<file path="src/rtl/fifo_pkg.sv">
// Shared FIFO helpers: Gray/binary conversion and the read output-stage state encoding.
package fifo_pkg;

  typedef enum logic [1:0] {
    OS_IDLE = 2'd0,
    OS_ONE  = 2'd1,
    OS_TWO  = 2'd2
  } ostage_t;

  function automatic logic [31:0] width_mask(input int unsigned w);
    return (w >= 32) ? '1 : ((32'd1 << w) - 32'd1);
  endfunction

  function automatic logic [31:0] bin2gray(input logic [31:0] b, input int unsigned w);
    logic [31:0] v;
    v = b & width_mask(w);
    return v ^ (v >> 1);
  endfunction

  // Each binary bit is the XOR of all Gray bits at or above it.
  function automatic logic [31:0] gray2bin(input logic [31:0] g, input int unsigned w);
    logic [31:0] v;
    logic [31:0] b;
    v = g & width_mask(w);
    b = '0;
    for (int i = 0; i < 32; i++) b[i] = ^(v >> i);
    return b;
  endfunction

endpackage

</file>
<file path="src/rtl/rptr_handler_if.sv">
// Read-side FIFO bundle: write-pointer crossing, RAM read port, status and output stream.
interface rptr_handler_if #(
  parameter int P_PTR_W  = 4,
  parameter int P_DATA_W = 8
);
  logic [P_PTR_W-1:0]  i_g_wptr;
  logic [P_PTR_W-1:0]  o_g_rptr;
  logic                o_r_en;
  logic [P_PTR_W-2:0]  o_r_addr;
  logic [P_DATA_W-1:0] i_r_data;
  logic [P_DATA_W-1:0] o_data;
  logic                o_valid;
  logic                i_ready;
  logic                o_empty;
  logic                o_aempty;
  logic [P_PTR_W-1:0]  o_rlevel;

  modport master (
    input  i_g_wptr, i_r_data, i_ready,
    output o_g_rptr, o_r_en, o_r_addr, o_data, o_valid, o_empty, o_aempty, o_rlevel
  );

  modport slave (
    output i_g_wptr, i_r_data, i_ready,
    input  o_g_rptr, o_r_en, o_r_addr, o_data, o_valid, o_empty, o_aempty, o_rlevel
  );
endinterface

</file>
<file path="src/rtl/sync_ff.sv">
// Multi-flop synchronizer for a Gray-coded pointer; shared by both FIFO sides.
module sync_ff #(
  parameter int P_WIDTH  = 4,
  parameter int P_STAGES = 2
) (
  input  logic               clk,
  input  logic               rst_n,
  input  logic [P_WIDTH-1:0] d,
  output logic [P_WIDTH-1:0] q
);

  logic [P_STAGES-1:0][P_WIDTH-1:0] chain;

  always_ff @(posedge clk or negedge rst_n) begin
    if (!rst_n) chain <= '0;
    else        chain <= {chain[P_STAGES-2:0], d};
  end

  assign q = chain[P_STAGES-1];

endmodule

</file>
<file path="src/rtl/rptr_handler.sv">
// Read-side FIFO controller: synchronized write pointer, read pointers, status and a
// 2-entry output stage.  state | meaning: IDLE | occ=0, ONE | occ=1, TWO | occ=2
module rptr_handler
  import fifo_pkg::*;
#(
  parameter int P_PTR_W       = 4,
  parameter int P_DATA_W      = 8,
  parameter int P_SYNC_STAGES = 2,
  parameter int P_AEMPTY_TH   = 2
) (
  input  logic          rclk,
  input  logic          rrst_n,
  rptr_handler_if.master bus
);

  localparam logic [P_PTR_W-1:0] AEMPTY_TH = P_PTR_W'(P_AEMPTY_TH);

  logic [P_PTR_W-1:0]  g_wptr_s, b_wptr_s;
  logic [P_PTR_W-1:0]  b_rptr, b_rptr_nxt, g_rptr, g_rptr_nxt, level_nxt, rlevel;
  logic                empty, aempty, r_en, pop;
  logic [P_DATA_W-1:0] out_data, skid_data;
  logic                out_valid, skid_valid, rd_pend;
  ostage_t             state, state_nxt;

  sync_ff #(.P_WIDTH(P_PTR_W), .P_STAGES(P_SYNC_STAGES)) u_sync (
    .clk  (rclk),
    .rst_n(rrst_n),
    .d    (bus.i_g_wptr),
    .q    (g_wptr_s)
  );

  assign b_wptr_s   = P_PTR_W'(gray2bin(32'(g_wptr_s), P_PTR_W));
  assign b_rptr_nxt = b_rptr + P_PTR_W'(r_en);
  assign g_rptr_nxt = P_PTR_W'(bin2gray(32'(b_rptr_nxt), P_PTR_W));
  assign level_nxt  = b_wptr_s - b_rptr_nxt;
  assign pop        = out_valid & bus.i_ready;

  always_ff @(posedge rclk or negedge rrst_n) begin
    if (!rrst_n) begin
      b_rptr <= '0;
      g_rptr <= '0;
      empty  <= 1'b1;
      aempty <= 1'b1;
      rlevel <= '0;
    end else begin
      b_rptr <= b_rptr_nxt;
      g_rptr <= g_rptr_nxt;
      empty  <= (g_rptr_nxt == g_wptr_s);
      aempty <= (level_nxt <= AEMPTY_TH);
      rlevel <= level_nxt;
    end
  end

  always_ff @(posedge rclk or negedge rrst_n) begin
    if (!rrst_n) state <= OS_IDLE;
    else         state <= state_nxt;
  end

  // A read may only launch if its data has a guaranteed slot when it returns.
  always_comb begin
    state_nxt = state;
    r_en      = 1'b0;
    case (state)
      OS_IDLE: begin
        r_en = !empty;
        if (r_en) state_nxt = OS_ONE;
      end
      OS_ONE: begin
        r_en = !empty;
        if (r_en && !pop)      state_nxt = OS_TWO;
        else if (!r_en && pop) state_nxt = OS_IDLE;
      end
      OS_TWO: begin
        r_en = !empty && pop;
        if (!r_en && pop) state_nxt = OS_ONE;
      end
      default: state_nxt = OS_IDLE;
    endcase
  end

  always_ff @(posedge rclk or negedge rrst_n) begin
    if (!rrst_n) begin
      out_data   <= '0;
      out_valid  <= 1'b0;
      skid_data  <= '0;
      skid_valid <= 1'b0;
      rd_pend    <= 1'b0;
    end else begin
      rd_pend <= r_en;
      if (rd_pend && (!out_valid || pop) && !skid_valid) begin
        out_data  <= bus.i_r_data;
        out_valid <= 1'b1;
      end else if (pop && skid_valid) begin
        out_data   <= skid_data;
        out_valid  <= 1'b1;
        skid_valid <= rd_pend;
        if (rd_pend) skid_data <= bus.i_r_data;
      end else if (rd_pend) begin
        skid_data  <= bus.i_r_data;
        skid_valid <= 1'b1;
      end else if (pop) begin
        out_valid <= 1'b0;
      end
    end
  end

  assign bus.o_g_rptr = g_rptr;
  assign bus.o_r_en   = r_en;
  assign bus.o_r_addr = b_rptr[P_PTR_W-2:0];
  assign bus.o_data   = out_data;
  assign bus.o_valid  = out_valid;
  assign bus.o_empty  = empty;
  assign bus.o_aempty = aempty;
  assign bus.o_rlevel = rlevel;

endmodule

</file>
<file path="src/flat_wrapper.sv">
// flat-port wrapper written by rule: the top's interface ports become plain ports
module rptr_handler_flat import fifo_pkg::*;
#(
  parameter int P_PTR_W       = 4,
  parameter int P_DATA_W      = 8,
  parameter int P_SYNC_STAGES = 2,
  parameter int P_AEMPTY_TH   = 2
)
  (rclk, rrst_n, bus_i_g_wptr, bus_i_r_data, bus_i_ready, bus_o_g_rptr, bus_o_r_en, bus_o_r_addr, bus_o_data, bus_o_valid, bus_o_empty, bus_o_aempty, bus_o_rlevel);
  rptr_handler_if #(.P_PTR_W(P_PTR_W), .P_DATA_W(P_DATA_W)) bus_i ();
  input  logic rclk;
  input  logic rrst_n;
  input wire logic [$bits(bus_i.i_g_wptr)-1:0] bus_i_g_wptr;
  input wire logic [$bits(bus_i.i_r_data)-1:0] bus_i_r_data;
  input wire logic [$bits(bus_i.i_ready)-1:0] bus_i_ready;
  output wire logic [$bits(bus_i.o_g_rptr)-1:0] bus_o_g_rptr;
  output wire logic [$bits(bus_i.o_r_en)-1:0] bus_o_r_en;
  output wire logic [$bits(bus_i.o_r_addr)-1:0] bus_o_r_addr;
  output wire logic [$bits(bus_i.o_data)-1:0] bus_o_data;
  output wire logic [$bits(bus_i.o_valid)-1:0] bus_o_valid;
  output wire logic [$bits(bus_i.o_empty)-1:0] bus_o_empty;
  output wire logic [$bits(bus_i.o_aempty)-1:0] bus_o_aempty;
  output wire logic [$bits(bus_i.o_rlevel)-1:0] bus_o_rlevel;
  assign bus_i.i_g_wptr = bus_i_g_wptr;
  assign bus_i.i_r_data = bus_i_r_data;
  assign bus_i.i_ready = bus_i_ready;
  assign bus_o_g_rptr = bus_i.o_g_rptr;
  assign bus_o_r_en = bus_i.o_r_en;
  assign bus_o_r_addr = bus_i.o_r_addr;
  assign bus_o_data = bus_i.o_data;
  assign bus_o_valid = bus_i.o_valid;
  assign bus_o_empty = bus_i.o_empty;
  assign bus_o_aempty = bus_i.o_aempty;
  assign bus_o_rlevel = bus_i.o_rlevel;
  rptr_handler #(.P_PTR_W(P_PTR_W), .P_DATA_W(P_DATA_W), .P_SYNC_STAGES(P_SYNC_STAGES), .P_AEMPTY_TH(P_AEMPTY_TH)) u_core (.rclk(rclk), .rrst_n(rrst_n), .bus(bus_i));
endmodule
</file>
<file path="config.mk">
export PLATFORM = sky130hd
export DESIGN_NAME = rptr_handler_flat
export DESIGN_NICKNAME = d
export VERILOG_FILES = /design/src/rtl/fifo_pkg.sv /design/src/rtl/rptr_handler_if.sv /design/src/rtl/sync_ff.sv /design/src/rtl/rptr_handler.sv /design/src/flat_wrapper.sv
export SDC_FILE = /design/constraint.sdc
export NUM_CORES = 1
export LEC_CHECK = 0
export BUFFER_PORTS_ARGS = -buffer_cell sky130_fd_sc_hd__buf_2
export CORE_MARGIN = 2
export CORE_UTILIZATION = 35
export CTS_CLUSTER_DIAMETER = 30
export DETAILED_ROUTE_END_ITERATION = 8
export PLACE_DENSITY = 0.58
export SYNTH_ARGS = -nofsm -noshare
export SYNTH_HDL_FRONTEND = slang
export SYNTH_HIERARCHICAL = 1
export SYNTH_SLANG_ARGS = --single-unit
</file>
<file path="constraint.sdc">
create_clock -name rclk -period 3.7 [get_ports rclk]
set_input_delay 0.185 -clock rclk [delete_from_list [all_inputs] [get_ports rclk]]
set_output_delay 0.185 -clock rclk [all_outputs]
set_load 0.01 [all_outputs]
</file>
# Yosys cells after proc, flatten, opt, wreduce, memory -nomap -nowiden
# Index checks and enable logic that the tools add are counted.
[totals]
word_cells = 66
input_bits = 15
mem_bits_ro = 0
latch_bits = 0
out_inout_bits = 23
regBits = 43
mem_bits_rw = 0
mem_count = 0
[classes]
eq_ne = 7
n_reduce_logical = 26
shift = 0
n_addsub = 2
n_div = 0
magnitude_cmp = 1
muxes = 14
n_bitwise = 3
mul = 0
[ops]
columns = ["operator", "count"]
rows = [
  ["32-bit XOR reduction", 4],
  ["8-bit two-way mux", 2],
  ["2-bit two-way mux", 4],
  ["1-bit logical AND", 7],
  ["1-bit two-way mux", 6],
  ["2-bit one-hot mux with 3 select lines", 1],
  ["2-bit AND reduction", 3],
  ["1-bit logical NOT", 5],
  ["4-bit by 1-bit adder with 4-bit output", 1],
  ["4-bit == test", 1],
  ["4-bit by 2-bit less-or-equal comparator with 1-bit output (second input constant)", 1],
  ["2-bit nonzero test", 2],
  ["4-bit subtractor", 1],
  ["4-bit by 3-bit XOR with 4-bit output", 1],
  ["3-bit by 1-bit != test with 1-bit output (second input constant)", 1],
  ["3-bit != test (second input constant)", 1],
  ["3-bit AND reduction", 1],
  ["3-bit nonzero test", 1],
  ["2-bit by 1-bit == test with 1-bit output (second input constant)", 1],
  ["2-bit == test (second input constant)", 1],
  ["2-bit logical NOT", 1],
  ["2-bit by 1-bit != test with 1-bit output (second input constant)", 1],
  ["2-bit != test (second input constant)", 1],
  ["1-bit one-hot mux with 2 select lines", 1],
  ["other kinds (4)", 4],
]

# Logic depth before layout (Yosys ltp)
[logic_depth]
ltp_word = 6
mapped_depth = 11
depth_no_buf = 11

# Hierarchy
# The synthesis kept the hierarchy.
[by_module_without_submodules]
columns = ["mod", "seq_area_each_um2", "cells_per_inst", "area_each_um2", "n_inst"]
rows = [
  ["rptr_handler", 853.3, 120, 1556.5, 1],
  ["sync_ff", 200.2, 12, 230.2, 1],
]

# Worst setup path before layout
# Ideal clock, no wire load.
[synth_path]
kind = "register to register"
startpoint = "reg u_core.out_valid (netlist: u_core/bus.o_valid)"
endpoint = "reg u_core.aempty (netlist: u_core/bus.o_aempty)"
t_required_ns = 3.619
arrival_ns = 2.612
path_slack_ns = 1.007
stages_incl_launch_ff = 12
setup_ns = 0.081
synth_period_minus_slack_ns = 2.693
path_cell_list = "dfrtp_1 -> nand2_1 -> o21a_1 -> nor2_1 -> ha_1 -> ha_1 -> xnor2_1 -> ha_1 -> or3b_2 -> o311ai_4 -> xnor2_1 -> a211oi_2"
[synth_via]
elab_chain_len = 6
[synth_rtl]
columns = ["element", "line", "source"]
rows = [
  ["from (decl)", "rptr_handler.sv:22", "logic out_valid, skid_valid, rd_pend;"],
  ["from (signal assigned)", "rptr_handler.sv:84", "out_valid <= 1'b0;"],
  ["from (signal assigned)", "rptr_handler.sv:92", "out_valid <= 1'b1;"],
  ["from (signal assigned)", "rptr_handler.sv:95", "out_valid <= 1'b1;"],
  ["1-bit AND", "rptr_handler.sv:36", "assign pop = out_valid & bus.i_ready;"],
  ["1-bit logical AND", "rptr_handler.sv:74", "r_en = !empty && pop;"],
  ["1-bit one-hot mux with 2 select lines", "rptr_handler.sv:63", "case (state)"],
  ["via bus_o_r_en", "flat_wrapper.sv:17", "output wire logic [$bits(bus_i.o_r_en)-1:0] bus_o_r_en;"],
  ["4-bit by 1-bit adder with 4-bit output", "rptr_handler.sv:33", "assign b_rptr_nxt = b_rptr + P_PTR_W'(r_en);"],
  ["4-bit subtractor", "rptr_handler.sv:35", "assign level_nxt = b_wptr_s - b_rptr_nxt;"],
  ["via u_core.level_nxt[3]", "rptr_handler.sv:19", "logic [P_PTR_W-1:0] b_rptr, b_rptr_nxt, g_rptr, g_rptr_nxt, level_nxt, rlevel;"],
  ["4-bit by 2-bit less-or-equal comparator with 1-bit output", "rptr_handler.sv:49", "aempty <= (level_nxt <= AEMPTY_TH);"],
  ["to (signal assigned)", "rptr_handler.sv:49", ""],
  ["to (decl)", "rptr_handler.sv:20", "logic empty, aempty, r_en, pop;"],
]
# The timed path passes the listed nets, and every way through them passes these cells.
# A chain may end at the register's enable or synchronous reset.

# Worst setup path after layout
[layout_path]
startpoint = "reg u_core.out_valid (netlist: u_core/bus.o_valid)"
endpoint = "reg u_core.aempty (netlist: u_core/bus.o_aempty)"
[layout_via]
elab_chain_len = 6
[layout_rtl]
columns = ["element", "line"]
rows = [
  ["1-bit AND", "rptr_handler.sv:36"],
  ["1-bit logical AND", "rptr_handler.sv:74"],
  ["1-bit one-hot mux with 2 select lines", "rptr_handler.sv:63"],
  ["4-bit by 1-bit adder with 4-bit output", "rptr_handler.sv:33"],
  ["4-bit subtractor", "rptr_handler.sv:35"],
  ["via u_core.level_nxt[3]", "rptr_handler.sv:19"],
  ["4-bit by 2-bit less-or-equal comparator with 1-bit output", "rptr_handler.sv:49"],
]
# The timed path passes the listed nets, and every way through them passes these cells.

==> impl_results.md <==
* Syn nets at about 150
* Commonest non-fill, non-tap cells in the layout: dfrtp_1 (40), buf_2 (37), a22o_1 (9), a21o_1 (9)
* Die Width at about 75 µm
* Syn Inst Count at approximately 130
* Starting Density at a little over a third
* Cell Area, Synth at 1787 µm²
* WL per Instance at approximately 13 µm
* Design area at 2161 µm²
* Setup WS pre-CTS at 1.003 ns
* TritonRoute pass-1 iters at 4
* Fraction of layout cells with a size suffix above 1 at between 30% and 40%
* Post-CTS Setup Bufs at 0
* Crit path kind: reg -> reg
* Area Overhead vs Synth at 20.94%
* Yosys cell types at 33
* Worst-path clk slew at ~0.080 ns
* Placed wire-length estimate at ~2.3 mm
* IO buf count at 37
* RD Place Congestion at 0.7951
* R2R depth at 11
* Full die area at ~5700 µm²
* PnR worst setup slack at about 0.98 ns
* Core area at ~5000 µm²
* Congestion Overflow GR at 0
* Clock insertion delay at the later pin of the skew report at 0.29 ns
* Vias per inst at about 4.7
* Storage cell area at about 1100 µm²
* Max-cap violations at 0
* Worst path arrival time at around 2.9 ns
* Clk sinks at between 40 and 50
* Slew headroom at between 30% and 40%
* DRT antenna net count at 0
* EDFF count, synth at 0
* Status: complete, no violations
* Commonest non-fill, non-tap cell in the layout: dfrtp_1
* Largest net degree at the start of global routing at 43
* VDD IR max at between 0.0002 and 0.0003 V
* Post-synth ARST share at between 90% and 100%
* CTS tree: done
* Initial antenna violation count at 0
* Hold Violations, Final at 0
* Inserted Diodes at 0
* Die Ht at around 75 µm
* Total Routing Usage GR at 12.26%
* Hold crit path type: in -> async
* Worst Path Max Fanout at 5
* Vias in the first global route at approximately 1100
* Minimum clock period at 2.725 ns
* Skew final at 0.009171 ns
* Area taken by multi-input logic gates at between 600 and 700 µm²
* Crit end category: flip-flop
* LEAKAGE at 1.064 nW
* Tcrit/Tclk final at roughly 74%
* Cell Count, Final, Fillers Out at ~250
* Slew @ Worst Pin at between 0.9 and 1 ns
* Clk buf depth at 2
* DR DRC count at 0
* Synth Area per Inst at approximately 14 µm²
* Nature of the critical path startpoint: flip-flop
* Placed insts at 234
* Unrepaired setup endpoints after global routing: no
* FMAX at between 0.3 and 0.4 GHz
* Power Density at between 900 and 1000 nW/µm²
* Routed wire length at between 3 and 4 mm
* DR vias at about 1200
* Setup-failing EPs final at 0
* H-tree Lvls at 2
* Top FF cell, synth: dfrtp_1
* # rows at 26
* Post-synthesis sequential area ratio at between 50% and 60%
* Dpl cell area at between 2000 and 2500 µm²
* Cts bufs inserted at 5
* Post-Route Setup TNS at 0 ns
* I/O pin count at 38
* Initial DRC count at between 50 and 60
* First-pass GRT wire length at 5.133 mm
* Ys Warns at 6
* Critical path required time at between 3 and 4 ns
* Filler cells at ~490
* Nets at 195
* Clk root buf: clkbuf_8
* Max Transition Viols Final at 0
* Seq cells post-synth at 42
## cell type report
class	instances	area share, %
Timing Repair Buffer	41	10.42
Tap cell	70	4.053
Clock inverter	2	0.5790
Multi-Input combinational cell	77	30.98
Clock buffer	6	3.822
Inverter	8	1.390
Sequential cell	42	48.76
## synth_stat cells (2+ instances only)
cell,instances,area (µm²)
buf_4,4,30.03
dfstp_2,2,52.55
mux2_2,8,90.09
nor2_1,5,18.77
o21ai_0,2,10.01
a21oi_1,2,10.01
o22ai_1,2,12.51
and2_1,2,12.51
ha_1,5,62.56
dfrtp_1,40,1001
inv_1,7,26.28
a21o_1,9,67.56
xnor2_1,8,70.07
xor2_1,7,61.31
nand2_1,2,7.510
o21a_1,2,15.01
a22o_1,9,78.83
## through the flow
stage	total power [mW]	utilization, %	hold slack [ns]
5_1_grt	2.280	43.13	0.08939
3_3_place_gp	1.776	40.43	0.2925
2_1_floorplan	1.522	-	-0.1106
6_report	2.093	43.13	0.01371
4_1_cts	2.131	43.13	0.04722
3_5_place_dp	1.811	40.43	0.2943
## registers in the layout, summed over array words and instances (netlist names)
signal               cells
u_core/bus.o_empty       1
u_core/bus.o_valid       1
u_core/rd_pend           1
u_core/skid_valid        1
u_core/skid_data         8
u_core/bus.o_g_rptr      3
u_core/bus.o_rlevel      4
u_core/bus.o_aempty      1
u_core/u_sync/chain      4
u_core/bus.o_data        8
u_core/state             2
u_core/b_rptr            4
u_core/u_sync/q          4
## cell families after synthesis
logic type,count (synthesis),share of synthesized area (%)
AO/OA/AOI/OAI,31,14.15
multiplexers,9,5.602
XOR/XNOR,17,9.594
buffers and inverters,13,3.571
AND/OR/NAND/NOR,15,4.622
flip-flops,42,58.96
adder cells (fa/ha/maj),5,3.501
## path summary, 6_finish.rpt
path | from | slack [ns] | endpoint
min in group rclk | bus_i_ready | 0.12 | u_core/skid_valid
max in group asynchronous | rrst_n | 3.11 | u_core/u_sync/chain[3]
worst min-delay path | rrst_n | 0.01 | u_core/bus.o_valid
worst min register to register | u_core/u_sync/chain[3] | 0.35 | u_core/u_sync/q[3]
worst max register to register | u_core/bus.o_valid | 0.98 | u_core/bus.o_aempty
worst max-delay path | u_core/bus.o_valid | 0.98 | u_core/bus.o_aempty
## worst max-delay path, stage by stage, from the launching register on
cell      delay, ns
dfrtp_1        0.40
nand2_1        0.13
o21a_1         0.19
nor2_1         0.17
ha_1           0.22
ha_1           0.21
xnor2_1        0.14
ha_1           0.32
or3b_2         0.47
o311ai_4       0.10
xnor2_1        0.14
a211oi_2       0.15
## report_power, final
part | total (mW) | internal [mW] | switching, mW
sequential | 0.775 | 0.666 | 0.109
combinational | 1.01 | 0.489 | 0.524
clock | 0.305 | 0.150 | 0.155
## timing repair
item	in CTS	in global routing
gates resized for setup	0	0
endpoints found under the hold margin	4	0
hold buffers	4	0
## layer usage
| metal | part of all wire (%) | GRT usage, % | vias to the layer above |
|---|---|---|---|
| li1 | - | - | 541 |
| met1 | 41 | 14.02 | 580 |
| met2 | 52 | 21.06 | 26 |
| met3 | 5.0 | 3.968 | 6 |
| met4 | 1.9 | 5.263 | 0 |
| met5 | 0 | 0 | - |
Power figures use the tool's default switching activity.
